[config.mk]
export PLATFORM = sky130hd
export DESIGN_NAME = seq_array_mult_flat
export DESIGN_NICKNAME = d
export VERILOG_FILES = /design/src/rtl/seq_array_mult_if.sv /design/src/rtl/seq_array_mult.sv /design/src/flat_wrapper.sv
export SDC_FILE = /design/constraint.sdc
export NUM_CORES = 1
export LEC_CHECK = 0
export CAP_MARGIN = 20
export CORE_MARGIN = 5
export CORE_UTILIZATION = 40
export DETAILED_ROUTE_END_ITERATION = 10
export SYNTH_ARGS = -nofsm -noshare
export SYNTH_HDL_FRONTEND = slang
export SYNTH_SLANG_ARGS = --single-unit
[constraint.sdc]
create_clock -name Clk -period 4 [get_ports Clk]
set_input_delay 0.8 -clock Clk [delete_from_list [all_inputs] [get_ports Clk]]
set_output_delay 0.8 -clock Clk [all_outputs]
set_load 0.03 [all_outputs]
[src/rtl/seq_array_mult_if.sv]
// Handshake and operand bundle for the sequential array multiplier.
// The master side issues Start with its operands; the slave side returns the
// product together with the Busy/Done status flags.
interface seq_array_mult_if #(
  parameter int N = 4
);
  logic           Start;
  logic           Tc;
  logic [N-1:0]   X;
  logic [N-1:0]   Y;
  logic [2*N-1:0] Z;
  logic           Busy;
  logic           Done;

  modport master (output Start, Tc, X, Y, input Z, Busy, Done);
  modport slave  (input Start, Tc, X, Y, output Z, Busy, Done);
endinterface

[src/rtl/seq_array_mult.sv]
// Sequential N x N shift-add multiplier, one multiplier bit per cycle.
// Handles unsigned and two's-complement operands, chosen per operation by Tc.
// For signed operation the MSB partial product is subtracted, because that bit
// carries weight -2^(N-1). Accumulation is modulo 2^(2N), so it cannot overflow.
module seq_array_mult #(
  parameter int N = 4
) (
  input  logic              Clk,
  input  logic              Reset_n,
  seq_array_mult_if.slave   bus
);

  localparam int CW = $clog2(N) + 1;

  typedef enum logic [1:0] {IDLE, RUN, DONE} state_t;

  state_t         state, state_next;
  logic [2*N-1:0] mcand;
  logic [2*N-1:0] acc;
  logic [2*N-1:0] acc_next;
  logic [N-1:0]   mplier;
  logic           tc_reg;
  logic [CW-1:0]  cnt;
  logic           last_iter;
  logic           accept;

  // Widen an operand to the product width: sign-extend for signed mode,
  // zero-extend otherwise.
  function automatic logic [2*N-1:0] extend(input logic [N-1:0] v, input logic tc);
    logic signed [N-1:0] sv;
    sv = $signed(v);
    extend = tc ? {{N{sv[N-1]}}, v} : {{N{1'b0}}, v};
  endfunction

  // A new operation is taken only from IDLE or DONE; Start during RUN is dropped.
  assign accept    = bus.Start && ((state == IDLE) || (state == DONE));
  assign last_iter = (cnt == CW'(N - 1));

  // State register.
  always_ff @(posedge Clk or negedge Reset_n) begin
    if (!Reset_n) state <= IDLE;
    else          state <= state_next;
  end

  // Next-state logic: RUN lasts exactly N cycles, DONE exactly one.
  always_comb begin
    state_next = state;
    case (state)
      IDLE:    if (bus.Start) state_next = RUN;
      RUN:     if (last_iter) state_next = DONE;
      DONE:    state_next = bus.Start ? RUN : IDLE;
      default: state_next = IDLE;
    endcase
  end

  // Accumulator update for the current multiplier bit; the final signed bit subtracts.
  always_comb begin
    acc_next = acc;
    if (mplier[0]) begin
      if (tc_reg && last_iter) acc_next = acc - mcand;
      else                     acc_next = acc + mcand;
    end
  end

  // Operand capture, shift-add iteration and result hand-off into Z.
  always_ff @(posedge Clk or negedge Reset_n) begin
    if (!Reset_n) begin
      mcand  <= '0;
      mplier <= '0;
      tc_reg <= 1'b0;
      acc    <= '0;
      cnt    <= '0;
      bus.Z  <= '0;
    end else if (accept) begin
      mcand  <= extend(bus.X, bus.Tc);
      mplier <= bus.Y;
      tc_reg <= bus.Tc;
      acc    <= '0;
      cnt    <= '0;
    end else if (state == RUN) begin
      acc    <= acc_next;
      mcand  <= mcand << 1;
      mplier <= mplier >> 1;
      if (last_iter) begin
        cnt   <= '0;
        bus.Z <= acc_next;
      end else begin
        cnt   <= cnt + CW'(1);
      end
    end
  end

  // Registered status flags decoded from the upcoming state, so neither has
  // a combinational path from the inputs and they can never overlap.
  always_ff @(posedge Clk or negedge Reset_n) begin
    if (!Reset_n) begin
      bus.Busy <= 1'b0;
      bus.Done <= 1'b0;
    end else begin
      bus.Busy <= (state_next == RUN);
      bus.Done <= (state_next == DONE);
    end
  end

endmodule
[src/flat_wrapper.sv]
// flat-port wrapper written by rule: the top's interface ports become plain ports
module seq_array_mult_flat 
#(
  parameter int N = 4
)
  (Clk, Reset_n, bus_Start, bus_Tc, bus_X, bus_Y, bus_Z, bus_Busy, bus_Done);
  seq_array_mult_if #(.N(N)) bus_i ();
  input  logic Clk;
  input  logic Reset_n;
  input wire logic [$bits(bus_i.Start)-1:0] bus_Start;
  input wire logic [$bits(bus_i.Tc)-1:0] bus_Tc;
  input wire logic [$bits(bus_i.X)-1:0] bus_X;
  input wire logic [$bits(bus_i.Y)-1:0] bus_Y;
  output wire logic [$bits(bus_i.Z)-1:0] bus_Z;
  output wire logic [$bits(bus_i.Busy)-1:0] bus_Busy;
  output wire logic [$bits(bus_i.Done)-1:0] bus_Done;
  assign bus_i.Start = bus_Start;
  assign bus_i.Tc = bus_Tc;
  assign bus_i.X = bus_X;
  assign bus_i.Y = bus_Y;
  assign bus_Z = bus_i.Z;
  assign bus_Busy = bus_i.Busy;
  assign bus_Done = bus_i.Done;
  seq_array_mult #(.N(N)) u_core (.Clk(Clk), .Reset_n(Reset_n), .bus(bus_i));
endmodule
==> out/metrics.csv <==
stage;metric;value;unit
outcome;outcome;finished, final reports clean;
synth;synth.distinct_cells;35;
timing;worst_clock_skew;0.008204;ns
global_routing;first_global_vias;1470;
clock_network;root_buffer;clkbuf_8;
synth;yosys_warnings;0;
clock_network;cts_setup_buffers;0;
route;num_vias;1437;
critical_path;cp.required;4.18;ns
route;drt_iter0_drc;77;
timing;slew_headroom;46.74;%
critical_path;arrival;3.01;ns
floorplan;initial_utilization;40.98;%
timing;fin_setup_tns;0;ns
global_routing;grt_pass1_wl;6789;um
timing;rsz0062_at_grt;no;
route;ant_nets;0;
global_routing;grt_max_degree;37;
pwr;fin_total_pwr;2317;uW
synth;netlist_area;1936;um2
layout;reg_top3;u_core.acc: 8 flops, u_core.bus.Z: 8 flops, u_core.mcand: 8 flops;
synth;postSynthCellCount;201;
global_routing;top_usage_layer;met2;
timing;min_period;2.828;ns
timing;setup_viol_count_final;0;
place;io_buffer_count;21;
place;gp_congestion;0.7742;
pwr;leakage;0.001044;uW
synth;synth_seq_cells;36;
critical_path;end_kind;register;
route;drc;0;
layout;fin_util;48.64;%
synth;ys_seq_area_share;46.54;%
global_routing;overflow;0;
synth;synthMuxAreaShare;3.749;%
clock_network;cts_resized;0;
clock_network;clk_latency;0.29;ns
clock_network;cts_tree;yes;
layout;diodes;0;
layout;drive_above_1_share;7.658;%
route;wl_per_cell;13.51;um
synth;synth_xor_area_share;4.525;%
floorplan;fp-row-count;25;
global_routing;grtUsageTotal;13.89;%
floorplan;dieHeight;79.57;um
clock_network;clk_path_buf_depth;2;
synth;synth_compound_area_share;18.62;%
timing;tightestPinTransition;0.7989;ns
floorplan;core-area;4723;um2
critical_path;cp_max_fo;7;
clock_network;path_clk_slew;0.07;ns
timing;slew_violations;0;
global_routing;antenna_found_initial;0;
route;drt_wl_total;3905;um
clock_network;cts_hold_buf;0;
pwr;p_per_area;1009;nW/um2
route;firstDrtPassIters;4;
run;maxCapViolations;0;
critical_path;reg2reg_slack;1.17;ns
global_routing;grt.met2_usage;22.70;%
synth;synthAdderAreaFrac;6.852;%
layout;nets;244;
timing;hold_violations;0;
clock_network;cts_max_level;2;
floorplan;ioPinCount;22;
pwr;peakVddDrop;0.4805;mV
timing;fin_crit_sh;70.71;%
hold_path;hp-class;register to register;
place;dp_hpwl;2809;um
floorplan;die_width;79.57;um
synth;syn_nets;223;
global_routing;gr-usage-met1;17.49;%
timing;fmaxAchievable;353.6;MHz
route;vias_per_cell;4.972;
critical_path;crit_type;register to register;
layout;syn_to_final_growth;18.68;%
floorplan;die_area;6331;um2
clock_network;cts-buffers-inserted;5;
synth;synth-simple-area-share;15.19;%
global_routing;gr-usage-met3;4.063;%
clock_network;cts.sinks;36;
critical_path;start_kind;register;
synth;synth_top_family_by_area;compound AO/OA/AOI/OAI gates;
synth;avgSynthCellArea;9.630;um2
==> placed cells by master, fill, tap and decap left out, types with 7 or more instances in the layout <==
cell,count
ha_1,9
xnor2_1,9
nor2_1,9
o21ai_0,15
a31oi_1,8
dfrtp_1,36
clkbuf_8,7
inv_1,11
clkdlybuf4s50_1,20
a21oi_1,7
nand2_1,39
==> cell families (layout without fill, tap and decap cells) <==
family / count (synthesis) / in the layout
adder cells (fa/ha/maj): 10 / 10
multiplexers: 7 / 7
XOR/XNOR: 10 / 10
AND/OR/NAND/NOR: 64 / 64
AO/OA/AOI/OAI: 53 / 53
buffers and inverters: 21 / 42
flip-flops: 36 / 36
==> where the power goes <==
part | switching (uW) | total, uW | leakage (uW) | internal, uW
registers | 154 | 674 | 0.000457 | 521
clock network | 125 | 279 | 0.0000503 | 153
logic | 754 | 1360 | 0.000536 | 611
total | 1030 | 2320 | 0.00104 | 1280
==> per-layer routing <==
layer	vias up	share of wire, %	wire [um]
li1	746	-	-
met1	665	47	1846
met2	21	47	1848
met3	5	3.9	154
met4	0	1.4	55
met5	-	0	0
==> critical path, stage by stage (launching register included) <==
cell and delay, ns:
dfrtp_1 0.39, ha_1 0.23, and3b_1 0.27, a31oi_1 0.20, xnor2_1 0.14, ha_1 0.29
a21o_1 0.21, a31o_2 0.24, a21oi_1 0.14, xnor2_1 0.15, a32o_1 0.27, a31o_1 0.18
==> cells in the mapped netlist (all sizes together) <==
master | number | share of area (%)
clkbuf | 8 | 1.6
a21oi | 7 | 1.8
nand2b | 5 | 1.6
inv | 11 | 2.1
o21ai | 15 | 3.9
ha | 9 | 5.8
nor2b | 3 | 0.97
and3b | 1 | 0.45
buf | 2 | 0.84
fa | 1 | 1.0
mux2i | 5 | 2.6
o21bai | 2 | 0.78
nor3 | 5 | 2.1
dfrtp | 36 | 47
xor2 | 1 | 0.45
a31oi | 9 | 3.2
and4 | 1 | 0.45
a22o | 2 | 0.91
a21o | 3 | 1.2
nand2 | 39 | 7.6
nand3 | 1 | 0.26
mux2 | 2 | 1.2
a31o | 2 | 0.91
a211oi | 1 | 0.39
o31ai | 1 | 0.39
xnor2 | 9 | 4.1
a22oi | 4 | 1.6
nor2 | 9 | 1.7
a221o | 2 | 1.0
a32o | 5 | 2.6
==> path summary, 6_finish.rpt <==
check	startpoint	endpoint	cells after the start
worst min register to register	u_core.bus.Z[6]	u_core.bus.Z[6]	2
max in group asynchronous	Reset_n	u_core.cnt[0]	1
worst max register to register	u_core.cnt[0]	u_core.acc[7]	11
worst max-delay path	u_core.cnt[0]	u_core.acc[7]	11
worst min-delay path	u_core.bus.Z[6]	u_core.bus.Z[6]	2
min in group asynchronous	Reset_n	u_core.bus.Z[5]	1
==> area by class of cell <==
class / count / area (um2)
clock buffers: 7 / 96.34
fillers: 457 / 2426
well taps: 67 / 83.83
multi-input cells: 144 / 947.2
flip-flops and latches: 36 / 900.9
repair buffers: 24 / 227.7
inverters: 11 / 41.29
==> stage by stage <==
step                      instances  worst slack [ns]  cell area, um2  hold slack, ns
final                           289             1.172            2297          0.4740
after global routing            289            0.9334            2297          0.4999
after CTS                       289             1.167            2297          0.4831
after detailed placement        282             1.185            2201          0.4661
after global placement          282             1.241            2201          0.4609
after floorplan                 201             1.330            1936          0.4379
No activity file was read; power rests on OpenSTA's default activity.
